===== src/rtl/fetch_stage_pkg.sv =====
// Shared types and constants for the instruction fetch stage.
// The fetch entry carries a PC field wide enough for any supported XLEN (up to 64).
package fetch_stage_pkg;

  localparam logic [31:0] NOP_INSTR      = 32'h00000013;
  localparam int          FETCH_PC_MAX_W = 64;

  typedef struct packed {
    logic [31:0]               instr;
    logic [FETCH_PC_MAX_W-1:0] pc;
    logic                      misaligned;
  } fetch_entry_t;

  function automatic fetch_entry_t make_entry(
    input logic [31:0]               instr,
    input logic [FETCH_PC_MAX_W-1:0] pc,
    input logic                      misaligned
  );
    fetch_entry_t e;
    e.instr      = instr;
    e.pc         = pc;
    e.misaligned = misaligned;
    return e;
  endfunction

endpackage


===== src/rtl/fetch_fifo.sv =====
// Fetch buffer: power-of-two circular FIFO with synchronous flush.
// A pop and a push in the same cycle are both honoured, including when full.
module fetch_fifo #(
  parameter int WIDTH = 8,
  parameter int DEPTH = 2
) (
  input  logic                     clock,
  input  logic                     reset_n,
  input  logic                     flush,
  input  logic                     push,
  input  logic [WIDTH-1:0]         wdata,
  input  logic                     pop,
  output logic [WIDTH-1:0]         rdata,
  output logic                     empty,
  output logic [$clog2(DEPTH):0]   count
);

  localparam int AW = $clog2(DEPTH);
  localparam int CW = AW + 1;

  logic [WIDTH-1:0] mem [DEPTH];
  logic [AW-1:0]    wr_ptr;
  logic [AW-1:0]    rd_ptr;
  logic             full;
  logic             do_push;
  logic             do_pop;

  assign empty   = (count == CW'(0));
  assign full    = (count == CW'(DEPTH));
  assign do_push = push && (!full || pop);
  assign do_pop  = pop && !empty;
  assign rdata   = mem[rd_ptr];

  // Entry storage; contents are qualified by count so it needs no reset.
  always_ff @(posedge clock) begin
    if (do_push && !flush) begin
      mem[wr_ptr] <= wdata;
    end
  end

  // Pointers wrap naturally because DEPTH is a power of two.
  always_ff @(posedge clock or negedge reset_n) begin
    if (!reset_n) begin
      wr_ptr <= AW'(0);
      rd_ptr <= AW'(0);
      count  <= CW'(0);
    end else if (flush) begin
      wr_ptr <= AW'(0);
      rd_ptr <= AW'(0);
      count  <= CW'(0);
    end else begin
      if (do_push) begin
        wr_ptr <= wr_ptr + AW'(1);
      end
      if (do_pop) begin
        rd_ptr <= rd_ptr + AW'(1);
      end
      count <= count + CW'(do_push) - CW'(do_pop);
    end
  end

endmodule


===== src/rtl/fetch_stage.sv =====
// Instruction fetch stage: PC generation, request issue and a small fetch buffer.
// Optional feature macro FETCH_ALIGN_CHECK_EN reports misaligned redirect targets instead of masking them.
module fetch_stage
  import fetch_stage_pkg::*;
#(
  parameter int              XLEN     = 32,
  parameter int              DEPTH    = 2,
  parameter logic [XLEN-1:0] RESET_PC = '0
) (
  input  logic            clock,
  input  logic            reset_n,
  input  logic            redirect,
  input  logic [XLEN-1:0] redirect_pc,
  output logic            imem_req,
  output logic [XLEN-1:0] imem_addr,
  input  logic [31:0]     imem_rdata,
  output logic            if_valid,
  input  logic            if_ready,
  output logic [31:0]     if_instr,
  output logic [XLEN-1:0] if_pc,
  output logic [XLEN-1:0] if_pc_4,
  output logic            if_misaligned
);

  localparam int CW = $clog2(DEPTH) + 1;

  logic [XLEN-1:0] fetch_pc;
  logic            inflight;
  logic [XLEN-1:0] inflight_pc;
  logic            halted;
  logic            mis_pending;
  logic [XLEN-1:0] target_pc;
  logic            target_mis;
  logic [CW-1:0]   count;
  logic [CW:0]     occ;
  logic            empty;
  logic            deq;
  logic            push;
  fetch_entry_t    wr_entry;
  fetch_entry_t    head;

  // Redirect target conditioning.
  always_comb begin
`ifdef FETCH_ALIGN_CHECK_EN
    target_pc  = redirect_pc;
    target_mis = misaligned_target(redirect_pc);
`else
    target_pc  = redirect_pc & ~XLEN'(3);
    target_mis = 1'b0;
`endif
  end

`ifdef FETCH_ALIGN_CHECK_EN
  function automatic logic misaligned_target(input logic [XLEN-1:0] pc);
    return |pc[1:0];
  endfunction
`endif

  assign deq = if_valid && if_ready;

  // Credit the slot freed by this cycle's dequeue so a streaming decode keeps one request per cycle.
  always_comb begin
    occ      = {1'b0, count} + (CW+1)'(inflight) - (CW+1)'(deq);
    imem_req = 1'b0;
    if (reset_n && !redirect && !halted && (int'(occ) < DEPTH)) begin
      imem_req = 1'b1;
    end else begin
      imem_req = 1'b0;
    end
  end

  assign imem_addr = fetch_pc;

  // PC, in-flight tracking and misaligned-halt state.
  always_ff @(posedge clock or negedge reset_n) begin
    if (!reset_n) begin
      fetch_pc    <= RESET_PC;
      inflight    <= 1'b0;
      inflight_pc <= XLEN'(0);
      halted      <= 1'b0;
      mis_pending <= 1'b0;
    end else if (redirect) begin
      fetch_pc    <= target_pc;
      inflight    <= 1'b0;
      halted      <= target_mis;
      mis_pending <= target_mis;
    end else begin
      if (imem_req) begin
        fetch_pc <= fetch_pc + XLEN'(4);
      end
      inflight    <= imem_req;
      inflight_pc <= fetch_pc;
      mis_pending <= 1'b0;
    end
  end

  // A returning response and a misaligned marker never coincide: the marker follows a redirect with no request.
  always_comb begin
    push = 1'b0;
    if (inflight) begin
      wr_entry = make_entry(imem_rdata, FETCH_PC_MAX_W'(inflight_pc), 1'b0);
    end else begin
      wr_entry = make_entry(32'h00000000, FETCH_PC_MAX_W'(fetch_pc), 1'b1);
    end
    if (!redirect && (inflight || mis_pending)) begin
      push = 1'b1;
    end else begin
      push = 1'b0;
    end
  end

  fetch_fifo #(
    .WIDTH ($bits(fetch_entry_t)),
    .DEPTH (DEPTH)
  ) u_fifo (
    .clock   (clock),
    .reset_n (reset_n),
    .flush   (redirect),
    .push    (push),
    .wdata   (wr_entry),
    .pop     (deq),
    .rdata   (head),
    .empty   (empty),
    .count   (count)
  );

  assign if_valid      = !empty;
  assign if_instr      = if_valid ? head.instr : NOP_INSTR;
  assign if_pc         = XLEN'(head.pc);
  assign if_pc_4       = if_pc + XLEN'(4);
  assign if_misaligned = if_valid && head.misaligned;

endmodule


===== config.mk =====
export PLATFORM = sky130hd
export DESIGN_NAME = fetch_stage
export DESIGN_NICKNAME = d
export VERILOG_FILES = /design/src/rtl/fetch_stage_pkg.sv /design/src/rtl/fetch_fifo.sv /design/src/rtl/fetch_stage.sv
export SDC_FILE = /design/constraint.sdc
export NUM_CORES = 1
export LEC_CHECK = 0
export BUFFER_PORTS_ARGS = -buffer_cell sky130_fd_sc_hd__buf_4
export CAP_MARGIN = 15
export CORE_ASPECT_RATIO = 0.7
export CORE_MARGIN = 10
export CORE_UTILIZATION = 35
export DETAILED_ROUTE_END_ITERATION = 6
export PLACE_DENSITY_LB_ADDON = 0.25
export SLEW_MARGIN = 20
export SYNTH_ARGS = -nofsm -noshare
export SYNTH_HDL_FRONTEND = slang
export SYNTH_SLANG_ARGS = --single-unit

===== constraint.sdc =====
create_clock -name clock -period 5.6 [get_ports clock]
set_clock_uncertainty 0.2 [all_clocks]
set_input_delay 0.28 -clock clock [delete_from_list [all_inputs] [get_ports clock]]
set_output_delay 0.28 -clock clock [all_outputs]
set_load 0.02 [all_outputs]

* After elaboration in Yosys (flattened, before gate mapping) *
Memory sizes are Yosys's and may differ from the RTL's.
Cells that the tools add are included.

storage, ports and cells
  bits in registers = 69
  RAM bits = 194
  input port bits = 68
  output and inout bits = 131
  word-level logic and storage cells = 47
  memories kept = 1

operators by class
  add/subtract/negate cells = 8
  $lt $le $gt $ge = 1
  equality and inequality tests = 1
  muxes and demuxes = 14
  reduce and logical (&&, ||, !) cells = 16

memory list
  memory      words  bits a word  rd ports  clocked after Yosys merged registers in  wr ports  RTL line          text
  u_fifo.mem  2      97           1         0                                        1         fetch_fifo.sv:21  logic [WIDTH-1:0] mem [DEPTH];

operators by type and width
  kind                     count
  $mux W97                 1
  $mux W32                 3
  $add A32 B3 Y32 const B  2
  $mux W1                  9
  $logic_and A1 B1 Y1      8
  $reduce_bool A2 Y1       3
  $add A2 B1 Y3            1
  $logic_not A1 Y1         3
  $lt A3 B2 Y1 const B     1
  $sub A3 B1 Y3            1
  $add A1 B1 Y1 const B    2
  $add A2 B1 Y2            1
  $eq A2 B2 Y1 const B     1
  $logic_not A2 Y1         1
  $mux W2                  1
  $sub A2 B1 Y2            1
  $logic_or A1 B1 Y1       1

* Longest topological paths before layout *
  depth in word-level cells = 9
  mapped depth = 14
  depth with buffers taken out = 12

* Hierarchy *
Synthesis repeated with hierarchy kept, for this count alone.

unflattened totals
  cells, all modules = 797
  area total of the unflattened synthesis = 11568.6 um^2

modules (own cells, without submodules)
  module       times used  cells each  area an instance (um^2)
  fetch_fifo   1           324         7234.4
  fetch_stage  1           473         4334.2

* Worst setup path before layout *
OpenSTA, ideal clock, no wires.

  path type = register to register
  start point = register inflight
  end point = memory u_fifo.mem[0][0] (netlist bit) (enable)
  library setup time = 0.493 ns
  data arrival time = 3.772 ns
  slack = 1.135 ns
  stages on the path, launching flop included = 5
  path buffers = 1
  period minus slack after synthesis = 4.465 ns
  path through = dfrtp_1 clkbuf_1 inv_1 a211oi_1 nor2b_1

on the way
  longest elaborated chain between the ends = 6

ends and longest elaborated chain
  element                        RTL line            text
  start: declaration             fetch_stage.sv:28   logic inflight;
  start signal: assignment       fetch_stage.sv:91   inflight <= imem_req;
  $logic_and A1 B1 Y1            fetch_stage.sv:105  if (!redirect && (inflight || mis_pending)) begin
  $mux W1                        fetch_stage.sv:105
  $logic_and A1 B1 Y1            fetch_fifo.sv:30    assign do_push = push && (!full || pop);
  $logic_and A1 B1 Y1            fetch_fifo.sv:36    if (do_push && !flush) begin
  $mux W1                        fetch_fifo.sv:36
  $mux W1 (not written as such)  fetch_fifo.sv:37    mem[wr_ptr] <= wdata;
  end: declaration               fetch_fifo.sv:21

No other way between the ends.

* Worst setup path after layout *
  start point = register u_fifo.count[1]
  end point = output port imem_req

on the way
  longest elaborated chain between the ends = 7
  elaborated cells on any way between the ends = 8
  classes of those cells = add/sub (2); order compare (1); mux (1); reduce/logical (4)

ends and longest elaborated chain
  element                                                                RTL line           text
  start: declaration                                                     fetch_fifo.sv:15   output logic [$clog2(DEPTH):0] count
  start signal: assignment                                               fetch_fifo.sv:58   count <= count + CW'(do_push) - CW'(do_pop);
  parallel branches: the longest is 3 deep, another holds $add A2 B1 Y3  --
  $sub A3 B1 Y3 *                                                        fetch_stage.sv:63  occ = {1'b0, count} + (CW+1)'(inflight) - (CW+1)'(deq);
  $lt A3 B2 Y1 *                                                         fetch_stage.sv:65  if (reset_n && !redirect && !halted && (int'(occ) < DEPTH)) begin
  $logic_and A1 B1 Y1 *                                                  fetch_stage.sv:65
  $mux W1 *                                                              fetch_stage.sv:65
  end: declaration                                                       fetch_stage.sv:14  output logic imem_req,

Every way passes the cells marked *.

==> impl_metrics.py <==
metrics = {
    "placement": {
        "io_buffer_count": 190,
        "dp_hpwl_microns": 18000,
        "gp_congestion": 0.7978,
    },
    "global_routing": {
        "grt_pass1_wl_microns": 40520,
        "overflow": 0,
        "grt_max_degree": 81,
        "grt_antenna_before_repair": 0,
        "grt_pass1_vias": 6913,
        "grt_usage": 0.1549,
    },
    "floorplan": {
        "start_util": 0.3573,
        "rows": 49,
        "io_pins": 199,
        "dieArea_sq_um": 33350,
        "core_sq_um": 25810,
        "die_h_microns": 155.8,
        "die_x_microns": 214.0,
    },
    "setup_path": {
        "crit_chain": "nor2_2, buf_4, inv_1, and2_1, ha_1, nand2b_1, fa_1, xor2_1, or3_1, buf_4, clkinv_1, buf_4, buf_4",
        "end_kind": "output port",
        "critical_path.max_stage_delay_ns": 0.47,
        "cp.arrival_ns": 3.87,
        "cp_max_fo": 31,
        "startpoint_type": "flop",
        "crit_path_frequent_cell": "buf_4",
        "crit_required_ns": 5.12,
        "crit_slowest_cell": "dfrtp_1",
        "critical_path_class": "flop to output port",
    },
    "yosys": {
        "synth_top_area_cell": "edfxtp_1",
        "ys_ff_latch": 191,
        "syn_inst": 755,
        "synthTopCellsByArea": "edfxtp_1 (41%), dfrtp_1 (18%), mux2_2 (8.3%)",
        "synthesis.area_sq_um": 9223,
        "synth_flop_cell": "edfxtp_1",
        "synth_edf_count": 126,
        "yosysSeqAreaShare": 0.5866,
        "async_reset_ff_frac": 0.3403,
        "ys_warn_count": 0,
        "synth_top_area_share": 0.4103,
        "syn_area_per_cell_sq_um": 12.22,
        "synth.distinct_cells": 60,
    },
    "sta": {
        "period_needed_ns": 4.347,
        "hold_viol_final": 0,
        "slew_violations": 0,
        "setup_viol": 0,
        "rsz0062_at_grt": "no",
        "post-route-period-util": 0.7763,
        "worst_pin_slew_ns": 1.027,
        "tns_ns": 0,
        "clock.fmax_mhz": 230.0,
        "slew_headroom": 0.3142,
        "fin_hold_ws_ns": 0.06230,
    },
    "layout": {
        "drive_above_1_share": 0.3080,
        "nNetsFinal": 1074,
        "layout_common_cells": "buf_4 (201), edfxtp_1 (126), mux2_2 (68)",
        "area_growth_pct": 32.45,
        "layout_commonest_cell": "buf_4",
        "final_core_util": 0.4733,
        "antenna_cells": 0,
    },
    "drt": {
        "top_layer_used": "met4",
        "firstDrtPassIters": 7,
        "viasPerCell": 4.826,
        "ant_nets": 0,
        "wl_met1_microns": 12180,
        "first_iter_violations": 349,
        "vias": 6612,
        "met2_length_microns": 12240,
        "finalWirelength_microns": 25930,
        "route.detailed.drc": 0,
        "route.met3.wl_microns": 1328,
        "avgRoutedWirePerCell_microns": 18.93,
    },
    "clock_network": {
        "root_buffer": "clkbuf_16",
        "path_clk_slew_ns": 0.07,
        "cts_tree": "yes",
        "clk_latency_ns": 0.43,
        "clock-sinks": 191,
        "ctsHtreeMaxLevel": 4,
        "post_cts_resized": 0,
        "clockBufferDepth": 2,
        "cts_buffers": 17,
    },
    "pwr": {
        "p_leak_uw": 0.004785,
        "peakVddDrop_v": 0.0002215,
        "pwr_density_cell_nw_per_um2": 449.0,
        "combinationalPowerShare": 0.410,
        "p_sw_frac": 0.3756,
        "clockPowerShare": 0.211,
        "seqPwrFrac": 0.379,
        "switchingPower_uw": 2060,
        "p_int_uw": 3425,
    },
    "outcome": {
        "status": "completed",
    },
    "run": {
        "maxCapViolations": 0,
    },
    "worst_hold_path": {
        "hp-class": "input pin to asynchronous set/reset pin",
    },
}
-- sequential cells by signal (all words and copies together), names as in the netlist --
name,count
imem_addr,30
inflight,1
inflight_pc,30
u_fifo.count,2
u_fifo.mem,126
u_fifo.rd_ptr,1
u_fifo.wr_ptr,1
-- cells in the mapped netlist, drive strengths merged (3+ instances only) --
cell type	number
or3	3
mux2	68
xor2	21
and4	3
edfxtp	126
a211oi	3
nor3	10
buf	22
a311oi	3
mux2i	44
ha	5
nor2b	4
a31oi	5
a21oi	8
nand2	67
a22oi	4
and2	37
and3	3
o21ai	33
nor4	7
nand2b	4
a221oi	3
dfrtp	65
nor2	50
nand4	22
nand3	25
clkbuf	23
inv	24
nand3b	3
nand4b	5
xnor2	25
nor3b	6
-- per-stage QoR --
step | instance area, sq um | instances | power [uW] | worst slack (ns)
after CTS | 12220 | 1370 | 5578 | 1.152
after detailed placement | 11020 | 1274 | 4368 | 1.250
after global placement | 11020 | 1274 | 4345 | 1.319
after floorplan | 9241 | 760 | 3415 | 1.135
final | 12220 | 1370 | 5485 | 1.253
after global routing | 12220 | 1370 | 5818 | 0.9683
-- power groups by stage --
stage | clock [uW] | combinational [uW] | sequential [uW]
4_1_cts | 1190 | 2300 | 2080
6_report | 1160 | 2250 | 2080
3_3_place_gp | 0 | 2240 | 2110
3_5_place_dp | 0 | 2250 | 2110
2_1_floorplan | 0 | 1390 | 2020
5_1_grt | 1250 | 2450 | 2120
-- per-layer routing --
metal,vias up,track usage
li1,3207,-
met1,3234,0.2022
met2,161,0.2523
met3,10,0.04146
met4,0,0.03593
met5,-,0
-- layout make-up --
cell class | count | area, sq um
Fill cell | 2357 | 13600
Clock buffer | 23 | 467.9
Sequential cell | 191 | 5415
Inverter | 25 | 93.84
Clock inverter | 9 | 83.83
Timing Repair Buffer | 266 | 2170
Multi-Input combinational cell | 499 | 3538
Tap cell | 357 | 446.7
-- timing repair --
item	in CTS	in global routing
buffers inserted	0	0
hold buffers	64	0
hold endpoints to repair	108	0
-- critical path, delay by kind of cell, from the launching register on --
kind / cells / cell delay (ns)
xor+xnor: 1 / 0.14
buf+inv: 6 / 1.28
simple gates: 4 / 0.87
flops: 1 / 0.47
fa+ha+maj: 2 / 0.67
-- path summary, 6_finish.rpt --
kind                       cells past startpoint             from  slack [ns]               to
setup / recovery                              13  u_fifo.count[1]        1.25         imem_req
hold / removal                                 2          reset_n        0.06    imem_addr[20]
setup reg to reg                              15  u_fifo.count[1]        1.28    imem_addr[18]
hold reg to reg                                1  inflight_pc[30]        0.28  inflight_pc[30]
max in group asynchronous                      3          reset_n        4.09    u_fifo.rd_ptr
min in group clock                             4         if_ready        0.09    u_fifo.rd_ptr
-- cell families after synthesis --
family          after synthesis  synth area share
buf+inv                      70           0.03297
mux                         112            0.1308
other cells                   1         0.0004066
flops                       191            0.5866
fa+ha+maj                     6          0.008954
xor+xnor                     46           0.04369
simple gates                255            0.1460
compound gates               74           0.05061
Note: power is estimated with default switching activity, not from simulation.
